--- src/rtl/try_pkg.sv ---
// Shared decode constants, ALU operation encoding and the seven-segment
// lookup used by the RV32I-subset demo core.
package try_pkg;

    // Major opcodes handled by the core
    localparam logic [6:0] OPC_OP     = 7'b0110011;
    localparam logic [6:0] OPC_OP_IMM = 7'b0010011;
    localparam logic [6:0] OPC_LUI    = 7'b0110111;
    localparam logic [6:0] OPC_BRANCH = 7'b1100011;
    localparam logic [6:0] OPC_JAL    = 7'b1101111;

    // funct3 for OP / OP_IMM
    localparam logic [2:0] F3_ADD_SUB = 3'b000;
    localparam logic [2:0] F3_SLL     = 3'b001;
    localparam logic [2:0] F3_SLT     = 3'b010;
    localparam logic [2:0] F3_XOR     = 3'b100;
    localparam logic [2:0] F3_SRL     = 3'b101;
    localparam logic [2:0] F3_OR      = 3'b110;
    localparam logic [2:0] F3_AND     = 3'b111;

    // funct3 for BRANCH
    localparam logic [2:0] F3_BEQ = 3'b000;
    localparam logic [2:0] F3_BNE = 3'b001;

    // funct7
    localparam logic [6:0] F7_BASE = 7'b0000000;
    localparam logic [6:0] F7_ALT  = 7'b0100000;

    typedef enum logic [3:0] {
        ALU_ADD,
        ALU_SUB,
        ALU_AND,
        ALU_OR,
        ALU_XOR,
        ALU_SLT,
        ALU_SLL,
        ALU_SRL,
        ALU_PASSB
    } alu_op_e;

    // Active-low segment pattern, bit0 = a ... bit6 = g
    function automatic logic [6:0] seg7(input logic [3:0] d);
        logic [6:0] s;
        case (d)
            4'h0: s = 7'h40;
            4'h1: s = 7'h79;
            4'h2: s = 7'h24;
            4'h3: s = 7'h30;
            4'h4: s = 7'h19;
            4'h5: s = 7'h12;
            4'h6: s = 7'h02;
            4'h7: s = 7'h78;
            4'h8: s = 7'h00;
            4'h9: s = 7'h10;
            4'hA: s = 7'h08;
            4'hB: s = 7'h03;
            4'hC: s = 7'h46;
            4'hD: s = 7'h21;
            4'hE: s = 7'h06;
            default: s = 7'h0E;
        endcase
        return s;
    endfunction

endpackage

--- src/rtl/try_if.sv ---
// Board-side I/O of the demo: register-select switches in, one digit out.
interface try_if;
    logic [4:0] sw;
    logic [6:0] HEX4;

    modport master (output sw, input HEX4);
    modport slave  (input sw, output HEX4);
endinterface

--- src/rtl/try_regfile.sv ---
// 32 x XLEN register file: two execute read ports, one display read port
// (low nibble only, that is all the digit shows), one synchronous write port.
module try_regfile #(
    parameter int XLEN = 32
) (
    input  logic            clk,
    input  logic            reset,
    input  logic            we,
    input  logic [4:0]      waddr,
    input  logic [XLEN-1:0] wdata,
    input  logic [4:0]      ra1,
    output logic [XLEN-1:0] rd1,
    input  logic [4:0]      ra2,
    output logic [XLEN-1:0] rd2,
    input  logic [4:0]      ra3,
    output logic [3:0]      rd3
);

    logic [XLEN-1:0] regs [32];
    logic [XLEN-1:0] disp_word;

    // Write-back; x0 is never written so it stays at its reset value of 0
    always_ff @(posedge clk or posedge reset) begin
        if (reset) begin
            for (int i = 0; i < 32; i++) begin
                regs[i] <= '0;
            end
        end else if (we && (waddr != 5'd0)) begin
            regs[waddr] <= wdata;
        end
    end

    // Combinational reads with x0 forced to zero
    always_comb begin
        rd1       = (ra1 == 5'd0) ? '0 : regs[ra1];
        rd2       = (ra2 == 5'd0) ? '0 : regs[ra2];
        disp_word = (ra3 == 5'd0) ? '0 : regs[ra3];
        rd3       = disp_word[3:0];
    end

endmodule

--- src/rtl/try_top.sv ---
// Board wrapper around a single-cycle RV32I-subset core running a fixed ROM
// program; the switches pick a register whose low nibble drives HEX4.
module try_top
    import try_pkg::*;
#(
    parameter int XLEN       = 32,
    parameter int IMEM_DEPTH = 32
) (
    input  logic  clk,
    input  logic  reset,
    try_if.slave  io
);

    localparam int          IDX_W   = $clog2(IMEM_DEPTH);
    localparam logic [XLEN-1:0] PC_MASK = XLEN'(IMEM_DEPTH * 4 - 1);

    logic [XLEN-1:0] pc;
    logic [XLEN-1:0] pc_next;
    logic [XLEN-1:0] pc_plus4;
    logic [31:0]     instr;

    logic [6:0] opcode;
    logic [2:0] funct3;
    logic [6:0] funct7;
    logic [4:0] rd_a, rs1_a, rs2_a;

    logic [XLEN-1:0] imm_i, imm_b, imm_j, imm_u;
    logic [XLEN-1:0] rs1_v, rs2_v, op_b, alu_res, wb_data;
    logic [3:0]      disp_nib;

    alu_op_e alu_op;
    logic    use_imm;
    logic    use_u;
    logic    rf_we;
    logic    is_branch;
    logic    br_ne;
    logic    is_jal;
    logic    br_taken;

    logic signed [XLEN-1:0] a_s, b_s;

    // PC register; the mask keeps it inside the ROM window so it wraps
    always_ff @(posedge clk or posedge reset) begin
        if (reset) begin
            pc <= '0;
        end else begin
            pc <= pc_next & PC_MASK;
        end
    end

    // Instruction ROM holding the demo program
    always_comb begin
        instr = 32'h0000_0000;
        case (pc[IDX_W+1:2])
            5'd0:  instr = 32'h0050_0093; // addi x1,x0,5
            5'd1:  instr = 32'h0030_0113; // addi x2,x0,3
            5'd2:  instr = 32'h0020_81B3; // add  x3,x1,x2
            5'd3:  instr = 32'h4020_8233; // sub  x4,x1,x2
            5'd4:  instr = 32'h0020_F2B3; // and  x5,x1,x2
            5'd5:  instr = 32'h0020_E333; // or   x6,x1,x2
            5'd6:  instr = 32'h0020_C3B3; // xor  x7,x1,x2
            5'd7:  instr = 32'h0011_2433; // slt  x8,x2,x1
            5'd8:  instr = 32'h0014_8493; // addi x9,x9,1
            5'd9:  instr = 32'hFE14_9EE3; // bne  x9,x1,-4
            5'd10: instr = 32'hFFF0_0593; // addi x11,x0,-1
            5'd11: instr = 32'h0000_006F; // jal  x0,0
            default: instr = 32'h0000_0000;
        endcase
    end

    // Field extraction and sign-extended immediates
    always_comb begin
        opcode = instr[6:0];
        rd_a   = instr[11:7];
        funct3 = instr[14:12];
        rs1_a  = instr[19:15];
        rs2_a  = instr[24:20];
        funct7 = instr[31:25];
        imm_i  = {{(XLEN-12){instr[31]}}, instr[31:20]};
        imm_b  = {{(XLEN-13){instr[31]}}, instr[31], instr[7], instr[30:25], instr[11:8], 1'b0};
        imm_j  = {{(XLEN-21){instr[31]}}, instr[31], instr[19:12], instr[20], instr[30:21], 1'b0};
        imm_u  = {instr[31:12], 12'b0};
    end

    // Decoder; anything not recognised leaves rf_we low and falls through to PC+4
    always_comb begin
        alu_op    = ALU_ADD;
        use_imm   = 1'b0;
        use_u     = 1'b0;
        rf_we     = 1'b0;
        is_branch = 1'b0;
        br_ne     = 1'b0;
        is_jal    = 1'b0;
        case (opcode)
            OPC_OP: begin
                if (funct7 == F7_BASE) begin
                    rf_we = 1'b1;
                    case (funct3)
                        F3_ADD_SUB: alu_op = ALU_ADD;
                        F3_SLL:     alu_op = ALU_SLL;
                        F3_SLT:     alu_op = ALU_SLT;
                        F3_XOR:     alu_op = ALU_XOR;
                        F3_SRL:     alu_op = ALU_SRL;
                        F3_OR:      alu_op = ALU_OR;
                        F3_AND:     alu_op = ALU_AND;
                        default:    rf_we  = 1'b0;
                    endcase
                end else if (funct7 == F7_ALT && funct3 == F3_ADD_SUB) begin
                    rf_we  = 1'b1;
                    alu_op = ALU_SUB;
                end
            end
            OPC_OP_IMM: begin
                use_imm = 1'b1;
                rf_we   = 1'b1;
                case (funct3)
                    F3_ADD_SUB: alu_op = ALU_ADD;
                    F3_SLT:     alu_op = ALU_SLT;
                    F3_XOR:     alu_op = ALU_XOR;
                    F3_OR:      alu_op = ALU_OR;
                    F3_AND:     alu_op = ALU_AND;
                    default:    rf_we  = 1'b0;
                endcase
            end
            OPC_LUI: begin
                use_u  = 1'b1;
                alu_op = ALU_PASSB;
                rf_we  = 1'b1;
            end
            OPC_BRANCH: begin
                if (funct3 == F3_BEQ || funct3 == F3_BNE) begin
                    is_branch = 1'b1;
                    br_ne     = (funct3 == F3_BNE);
                end
            end
            OPC_JAL: begin
                is_jal = 1'b1;
                rf_we  = 1'b1;
            end
            default: ;
        endcase
    end

    // ALU with signed compare for SLT/SLTI
    always_comb begin
        op_b    = use_u ? imm_u : (use_imm ? imm_i : rs2_v);
        a_s     = rs1_v;
        b_s     = op_b;
        alu_res = '0;
        case (alu_op)
            ALU_ADD:   alu_res = rs1_v + op_b;
            ALU_SUB:   alu_res = rs1_v - op_b;
            ALU_AND:   alu_res = rs1_v & op_b;
            ALU_OR:    alu_res = rs1_v | op_b;
            ALU_XOR:   alu_res = rs1_v ^ op_b;
            ALU_SLT:   alu_res = {{(XLEN-1){1'b0}}, (a_s < b_s)};
            ALU_SLL:   alu_res = rs1_v << op_b[4:0];
            ALU_SRL:   alu_res = rs1_v >> op_b[4:0];
            ALU_PASSB: alu_res = op_b;
            default:   alu_res = '0;
        endcase
    end

    // Next-PC selection and write-back data
    always_comb begin
        pc_plus4 = pc + XLEN'(4);
        br_taken = is_branch && ((rs1_v == rs2_v) != br_ne);
        if (is_jal) begin
            pc_next = pc + imm_j;
        end else if (br_taken) begin
            pc_next = pc + imm_b;
        end else begin
            pc_next = pc_plus4;
        end
        wb_data = is_jal ? pc_plus4 : alu_res;
    end

    try_regfile #(.XLEN(XLEN)) u_regfile (
        .clk   (clk),
        .reset (reset),
        .we    (rf_we),
        .waddr (rd_a),
        .wdata (wb_data),
        .ra1   (rs1_a),
        .rd1   (rs1_v),
        .ra2   (rs2_a),
        .rd2   (rs2_v),
        .ra3   (io.sw),
        .rd3   (disp_nib)
    );

    // Display digit follows the switches and register contents combinationally
    always_comb begin
        io.HEX4 = seg7(disp_nib);
    end

endmodule

--- src/flat_wrapper.sv ---
// flat-port wrapper written by rule: the top's interface ports become plain ports
module try_top_flat import try_pkg::*;
#(
    parameter int XLEN       = 32,
    parameter int IMEM_DEPTH = 32
)
  (clk, reset, io_sw, io_HEX4);
  try_if io_i ();
  input  logic clk;
  input  logic reset;
  input wire logic [$bits(io_i.sw)-1:0] io_sw;
  output wire logic [$bits(io_i.HEX4)-1:0] io_HEX4;
  assign io_i.sw = io_sw;
  assign io_HEX4 = io_i.HEX4;
  try_top #(.XLEN(XLEN), .IMEM_DEPTH(IMEM_DEPTH)) u_core (.clk(clk), .reset(reset), .io(io_i));
endmodule
--- config.mk ---
export PLATFORM = sky130hd
export DESIGN_NAME = try_top_flat
export DESIGN_NICKNAME = d
export VERILOG_FILES = /design/src/rtl/try_pkg.sv /design/src/rtl/try_if.sv /design/src/rtl/try_regfile.sv /design/src/rtl/try_top.sv /design/src/flat_wrapper.sv
export SDC_FILE = /design/constraint.sdc
export NUM_CORES = 2
export LEC_CHECK = 0
export BUFFER_PORTS_ARGS = -buffer_cell sky130_fd_sc_hd__buf_2
export CELL_PAD_IN_SITES_DETAIL_PLACEMENT = 0
export CELL_PAD_IN_SITES_GLOBAL_PLACEMENT = 2
export CORE_MARGIN = 3
export CORE_UTILIZATION = 36
export DETAILED_ROUTE_END_ITERATION = 7
export PLACE_DENSITY = 0.77
export SETUP_SLACK_MARGIN = 0.05
export SLEW_MARGIN = 25
export SYNTH_ARGS = -nofsm -noshare
export SYNTH_HDL_FRONTEND = slang
export SYNTH_SLANG_ARGS = --single-unit
--- constraint.sdc ---
create_clock -name clk -period 13.7 [get_ports clk]
set_input_delay 2.055 -clock clk [delete_from_list [all_inputs] [get_ports clk]]
set_output_delay 2.055 -clock clk [all_outputs]
set_load 0.02 [all_outputs]
# --- Word-level counts from Yosys, hierarchy flattened ---
# Memories as Yosys holds them, arrays and structs flattened.
# Cells that the tools add are included.
totals:
  regBits: 1031
  memories: 2
  word_cells: 131
  rom_bits: 592
mem_list:
  columns: ["memory", "words", "word_bits", "rd", "rd_clocked_by_memory_dff", "write_ports", "line", "text"]
  rows:
  - ["(no name shown)", 16, 30, 1, 0, 0, "try_top.sv:54", "case (pc[IDX_W+1:2])"]
  - ["(no name shown)", 16, 7, 1, 0, 0, "try_pkg.sv:44", "case (d)"]
op_classes:
  addsub: 5
  bitwise_logic: 7
  n_reduce_logical: 15
  n_eq_ne: 22
  n_lt_le_gt_ge: 6
  n_mux: 39
  shifts: 2
ops:
  columns: ["operator", "n"]
  rows:
  - ["1024-bit bitwise mux", 1]
  - ["32-bit binary-select mux with 5-bit select", 3]
  - ["32-bit 2-to-1 mux", 11]
  - ["32-bit one-hot mux with 9 select lines", 1]
  - ["32-bit demux with 5-bit select", 1]
  - ["32-bit adder", 1]
  - ["32-bit bitwise AND", 1]
  - ["32-bit equality test", 1]
  - ["32-bit less-than comparator", 1]
  - ["32-bit OR", 1]
  - ["32-bit by 5-bit left shift with 32-bit output", 1]
  - ["32-bit by 5-bit right shift with 32-bit output", 1]
  - ["32-bit subtractor", 1]
  - ["32-bit XOR", 1]
  - ["6-bit greater-or-equal comparator, second input constant", 4]
  - ["5-bit inverter with 6-bit output", 4]
  - ["7-bit by 6-bit equality test with 1-bit output, second input constant", 3]
  - ["3-bit one-hot mux with 6 select lines", 1]
  - ["4-bit by 3-bit equality test with 1-bit output, second input constant", 4]
  - ["4-bit 2-to-1 mux", 4]
  - ["5-bit logical NOT", 3]
  - ["7-bit adder", 2]
  - ["7-bit equality test, second input constant", 2]
  - ["7-bit 2-to-1 mux", 2]
  - ["23 further kinds", 41]

# --- Depth between registers and ports, before layout ---
# An unclocked memory read counts as a cell.
logic_depth:
  word_depth: 13
  ltp_mapped: 33

# --- Hierarchy ---
# From an unflattened synthesis, not the netlist that was laid out.
hier_totals:
  hier_cells: 5308
  area_unflattened_um2: 67119.4
modules_own_cells:
  columns: ["module", "cells_per_inst", "area_each_um2", "n_inst"]
  rows:
  - ["try_regfile", 3697, 56195.1, 1]
  - ["try_top", 1611, 10924.2, 1]

# --- Worst setup path before layout ---
# No wires, ideal clock.
synth_timing:
  path_type: "input to output"
  startpoint: "input io_sw[0]"
  endpoint: "output io_HEX4[2]"
  arrival_ns: 5.905
  cell_stages: 13
  setup_slack_ns: 5.740
  n_path_buf: 4
  required_ns: 11.645
  path_cell_list: "clkbuf_1 -> clkbuf_1 -> buf_1 -> buf_1 -> mux2i_1 -> o221ai_1 -> o22ai_1 -> nor3_1 -> o21ai_0 -> inv_1 -> ha_1 -> nand2b_1 -> o21ai_0"
synth_via:
  elab_chain_cells: 6
  elab_cells_between_ends: 7
  classes_between: "mux: 4; bitwise: 1; reduce/logical: 1; memory: 1"
synth_rtl:
  columns: ["item", "line", "text"]
  rows:
  - ["start, declared", "flat_wrapper.sv:11", "input wire logic [$bits(io_i.sw)-1:0] io_sw;"]
  - ["5-bit inverter with 6-bit output (not written as such)", "try_regfile.sv:37", "disp_word = (ra3 == 5'd0) ? '0 : regs[ra3];"]
  - ["32-bit binary-select mux with 5-bit select", "try_regfile.sv:37", null]
  - ["4-bit 2-to-1 mux (not written as such) (2 in a row)", "try_regfile.sv:37", null]
  - ["4-bit 2-to-1 mux *", "try_regfile.sv:37", null]
  - ["memory 16 x 7 bit *", null, null]
  - ["end, declared", "flat_wrapper.sv:12", "output wire logic [$bits(io_i.HEX4)-1:0] io_HEX4;"]
# Mark *: on every way between the ends. The rest lies on a longest branch, timed or not. The select of a mux whose other input is x is not followed.

# --- Worst setup path after layout ---
layout_timing:
  startpoint: "register u_core.pc[2]"
  endpoint: "register u_core.u_regfile.regs[927] (netlist bit)"
layout_via:
  elab_chain_cells: 13
  elab_cells_between_ends: 73
  classes_between: "add/sub: 2; order compare: 2; eq/ne: 19; shift: 2; mux: 29; bitwise: 6; reduce/logical: 12; memory: 1"
layout_rtl:
  columns: ["item", "line", "text"]
  rows:
  - ["start, declared", "try_top.sv:17", "logic [XLEN-1:0] pc;"]
  - ["start signal, assigned", "try_top.sv:47", "pc <= pc_next & PC_MASK;"]
  - ["memory 16 x 30 bit *", null, null]
  - ["32-bit 2-to-1 mux *", "try_top.sv:54", null]
  - ["5-bit inverter with 6-bit output (not written as such)", "try_regfile.sv:36", "rd2 = (ra2 == 5'd0) ? '0 : regs[ra2];"]
  - ["32-bit binary-select mux with 5-bit select", "try_regfile.sv:36", null]
  - ["32-bit 2-to-1 mux (not written as such) (2 in a row)", "try_regfile.sv:36", null]
  - ["32-bit 2-to-1 mux", "try_regfile.sv:36", null]
  - ["32-bit 2-to-1 mux (2 in a row)", "try_top.sv:146", "op_b = use_u ? imm_u : (use_imm ? imm_i : rs2_v);"]
  - ["32-bit subtractor (tied with other cells)", "try_top.sv:152", "ALU_SUB: alu_res = rs1_v - op_b;"]
  - ["32-bit one-hot mux with 9 select lines", "try_top.sv:150", "case (alu_op)"]
  - ["32-bit 2-to-1 mux", "try_top.sv:175", "wb_data = is_jal ? pc_plus4 : alu_res;"]
  - ["1024-bit bitwise mux", "try_regfile.sv:29", "regs[waddr] <= wdata;"]
  - ["end signal, assigned by index", "try_regfile.sv:29", null]
  - ["end, declared", "try_regfile.sv:19", "logic [XLEN-1:0] regs [32];"]
# Marks and branches as above.
# A chain may end at the register's enable or synchronous reset.

==> results.txt <==
FFs w/ async S/R, synth -> 100%
critical path class -> flop to flop
Post-CTS Hold Buffers -> 0
initial antenna violation count -> 4
DRC viols -> 0
dominant cells by area after synthesis -> dfrtp_1 (35%), mux2i_1 (5.8%), nand2_1 (5.8%)
HP Start -> u_core.u_regfile.regs[61]$_DFFE_PP0P_
DRT antenna net count -> 0
Post CTS Setup Buffer Count -> 0
# setup viols final -> 0
status -> completed
DR vias -> 27900
DR vias/cell -> 6.18
clock skew -> 0.0320 ns
Syn Inst Count -> 3552
clk root buf -> clkbuf_16
max cap viols -> 0
Slew Limit Headroom -> 20.4%
CP Max Fanout -> 31
gpl congestion -> 1.03
EDFF count, synth -> 0
Seq/Total Area, Yosys -> 34.6%
Design Power -> 0.00261 W
Mapped Nets -> 3689
port buffer count -> 13
post-synthesis register bit count -> 428
first-iteration detailed-routing DRC count -> 3474
M1 WL -> 58.5 mm
RSZ-0062 raised after global routing -> false
wire length on met2 -> 56.0 mm
CTS clock-pin slew for the worst setup and hold paths -> 0.07 ns
WL met3 -> 11.4 mm
Worst setup SP type -> flop
first-pass GRT wire length -> 192 mm
Slew @ Worst Pin -> 1.18 ns
WL per Instance -> 29.1 um
Critical Path AT -> 9.36 ns
synth unique cells -> 114
Slew Viols, Final -> 0
Synth top area share -> 34.6%
final wirelength -> 132 mm
post_cts resized -> 0
Reg-to-Reg Start -> u_core.pc[2]$_DFF_PP0_
CTS buffer count -> 45
P&R area growth vs syn -> 7.30%
type of the worst min-delay path -> flop to flop
Ys Warns -> 0
most common cell after layout, fill and taps aside -> nand2_1
Crit. End Element -> flop
Mean Syn Cell Area -> 8.72 sq um
layout cell share with drive strength beyond 1 -> 13.7%
final hold vios -> 0
Mapped Area -> 0.0310 sq mm
TritonCTS clock tree -> yes
R2R Path End -> u_core.u_regfile.regs[927]$_DFFE_PP0P_
DP HPWL -> 94.3 mm
Max VDD drop -> 0.0760 mV
Core Area -> 0.0845 sq mm
I/O Pins -> 14
Area after DPL -> 0.0317 sq mm
largest net degree at the start of global routing -> 171
CTS sink cnt -> 428
nets -> 3483
drt first pass iters -> 7
CP required -> 14.17 ns
DIE HEIGHT -> 299 um
number of global-route vias before repair -> 26700
row cnt -> 106
maximum root-to-sink buffer count -> 3
min Tclk post-route -> 8.89 ns
Pleak -> 14.6 nW
most frequent cells in the layout -> nand2_1 (470), dfrtp_1 (428), o21ai_0 (247), nor2_1 (215), a21oi_1 (194)
CP startpoint -> u_core.pc[2]$_DFF_PP0_
Final TNS setup -> 0 ns
GRT Total Usage -> 28.6%
most common flop cell mapped by yosys -> dfrtp_1
Initial Util -> 36.6%
achievable frequency -> 112 MHz
Die Area -> 0.0895 sq mm
Die X-Extent -> 299 um
pwr/cell area -> 78.5 mW/mm^2
Clock Latency Late Sink -> 0.60 ns
Reg2Reg Depth -> 21
r2r setup slk -> 4.81 ns
fin crit share -> 64.9%
max layer used -> met5
worst hold path depth -> 0
grt ovf -> 0
Final Cell Area -> 0.0332 sq mm
post-synthesis cell type with the largest combined area -> dfrtp_1
Hold EP -> u_core.u_regfile.regs[61]$_DFFE_PP0P_
H-tree Lvls -> 2
==> flip-flops by register name, summed over array words and instances (netlist names) <==
| name | cells |
|---|---|
| u_core.u_regfile.regs | 422 |
| u_core.pc | 6 |
==> stage by stage <==
| step | utilization, % | hold slack [ns] | instances | setup slack [ns] |
|---|---|---|---|---|
| final | 39.3 | 0.374 | 4516 | 4.81 |
| after global routing | 39.3 | 0.381 | 4515 | 4.53 |
| after CTS | 39.3 | 0.377 | 4513 | 4.94 |
| after detailed placement | 37.5 | 0.362 | 4431 | 4.97 |
| after global placement | 37.5 | 0.359 | 4431 | 5.21 |
| after floorplan | - | 0.423 | 3552 | 5.74 |
==> synthesized netlist by cell type, types with 20 or more instances <==
cell type and count:
mux2i_1 180, clkbuf_1 231, mux4_2 30, a22o_1 33, a221oi_1 20, nand2_1 476
nor2_1 218, o221ai_1 31, dfrtp_1 428, buf_2 88, and3_1 26, and2_1 55
o21ai_1 24, a211oi_1 40, o31ai_1 44, a22oi_1 36, a31oi_1 36, ha_1 126
a21oi_1 196, o211ai_1 33, nand3_1 100, inv_1 115, o21ai_0 249, buf_1 23
xnor2_1 54, mux2_2 156, o22ai_1 52, nor3_1 65
==> cell families (layout without fill, tap and decap cells) <==
family | count (synthesis) | in the layout | share of synthesized area, %
compound gates | 1003 | 1003 | 21.6
xor+xnor | 64 | 64 | 1.86
fa+ha+maj | 130 | 130 | 5.35
buf+inv | 495 | 324 | 6.97
flops | 428 | 428 | 34.6
mux | 370 | 370 | 13.8
other cells | 0 | 1 | 0
simple gates | 1062 | 1062 | 15.8
==> layer usage <==
metal | global-route usage (%) | vias up
met5 | 0 | -
met4 | 10.9 | 6
met3 | 5.20 | 258
met2 | 42.4 | 1292
met1 | 41.4 | 14000
li1 | - | 12400
==> how the worst max path moves through the flow <==
stage                                              to  slack (ns)  depth (start not counted)
2_1_floorplan                              io_HEX4[2]        5.74                         13
3_5_place_dp   u_core.u_regfile.regs[927]$_DFFE_PP0P_        4.97                         21
3_3_place_gp   u_core.u_regfile.regs[991]$_DFFE_PP0P_        5.21                         21
5_1_grt        u_core.u_regfile.regs[927]$_DFFE_PP0P_        4.53                         21
6_report       u_core.u_regfile.regs[927]$_DFFE_PP0P_        4.81                         21
4_1_cts        u_core.u_regfile.regs[927]$_DFFE_PP0P_        4.94                         21
==> worst max-delay path, cell delays in order, from the launching register on <==
cell	delay, ns
dfrtp_1	0.62
inv_1	0.26
ha_1	0.33
nand4bb_2	0.35
buf_4	0.45
inv_2	0.32
a211oi_2	0.69
a311o_1	0.33
o221ai_1	0.23
o21ai_4	0.60
ha_1	0.44
a2111oi_0	0.82
nor3_1	0.19
o31a_1	0.40
o31ai_1	0.58
a21oi_1	0.26
o21ba_2	0.27
o22ai_1	0.18
mux2i_1	0.28
o221ai_1	0.15
or4_1	0.61
mux2_2	0.34
==> power by group <==
part / switching (W) / internal, W
clock: 0.000554 / 0.000722
sequential: 0 / 0.00126
combinational: 0.0000496 / 0.0000190
==> layout make-up <==
cell class | count | area (sq um)
Inverter | 127 | 483
Multi-Input combinational cell | 2629 | 18200
Tap cell | 1134 | 1420
Fill cell | 8663 | 51300
Timing Repair Buffer | 115 | 866
Clock buffer | 62 | 1290
Clock inverter | 20 | 216
Antenna cell | 1 | 2.50
Sequential cell | 428 | 10700
Note: power is estimated with default switching activity, not from simulation.
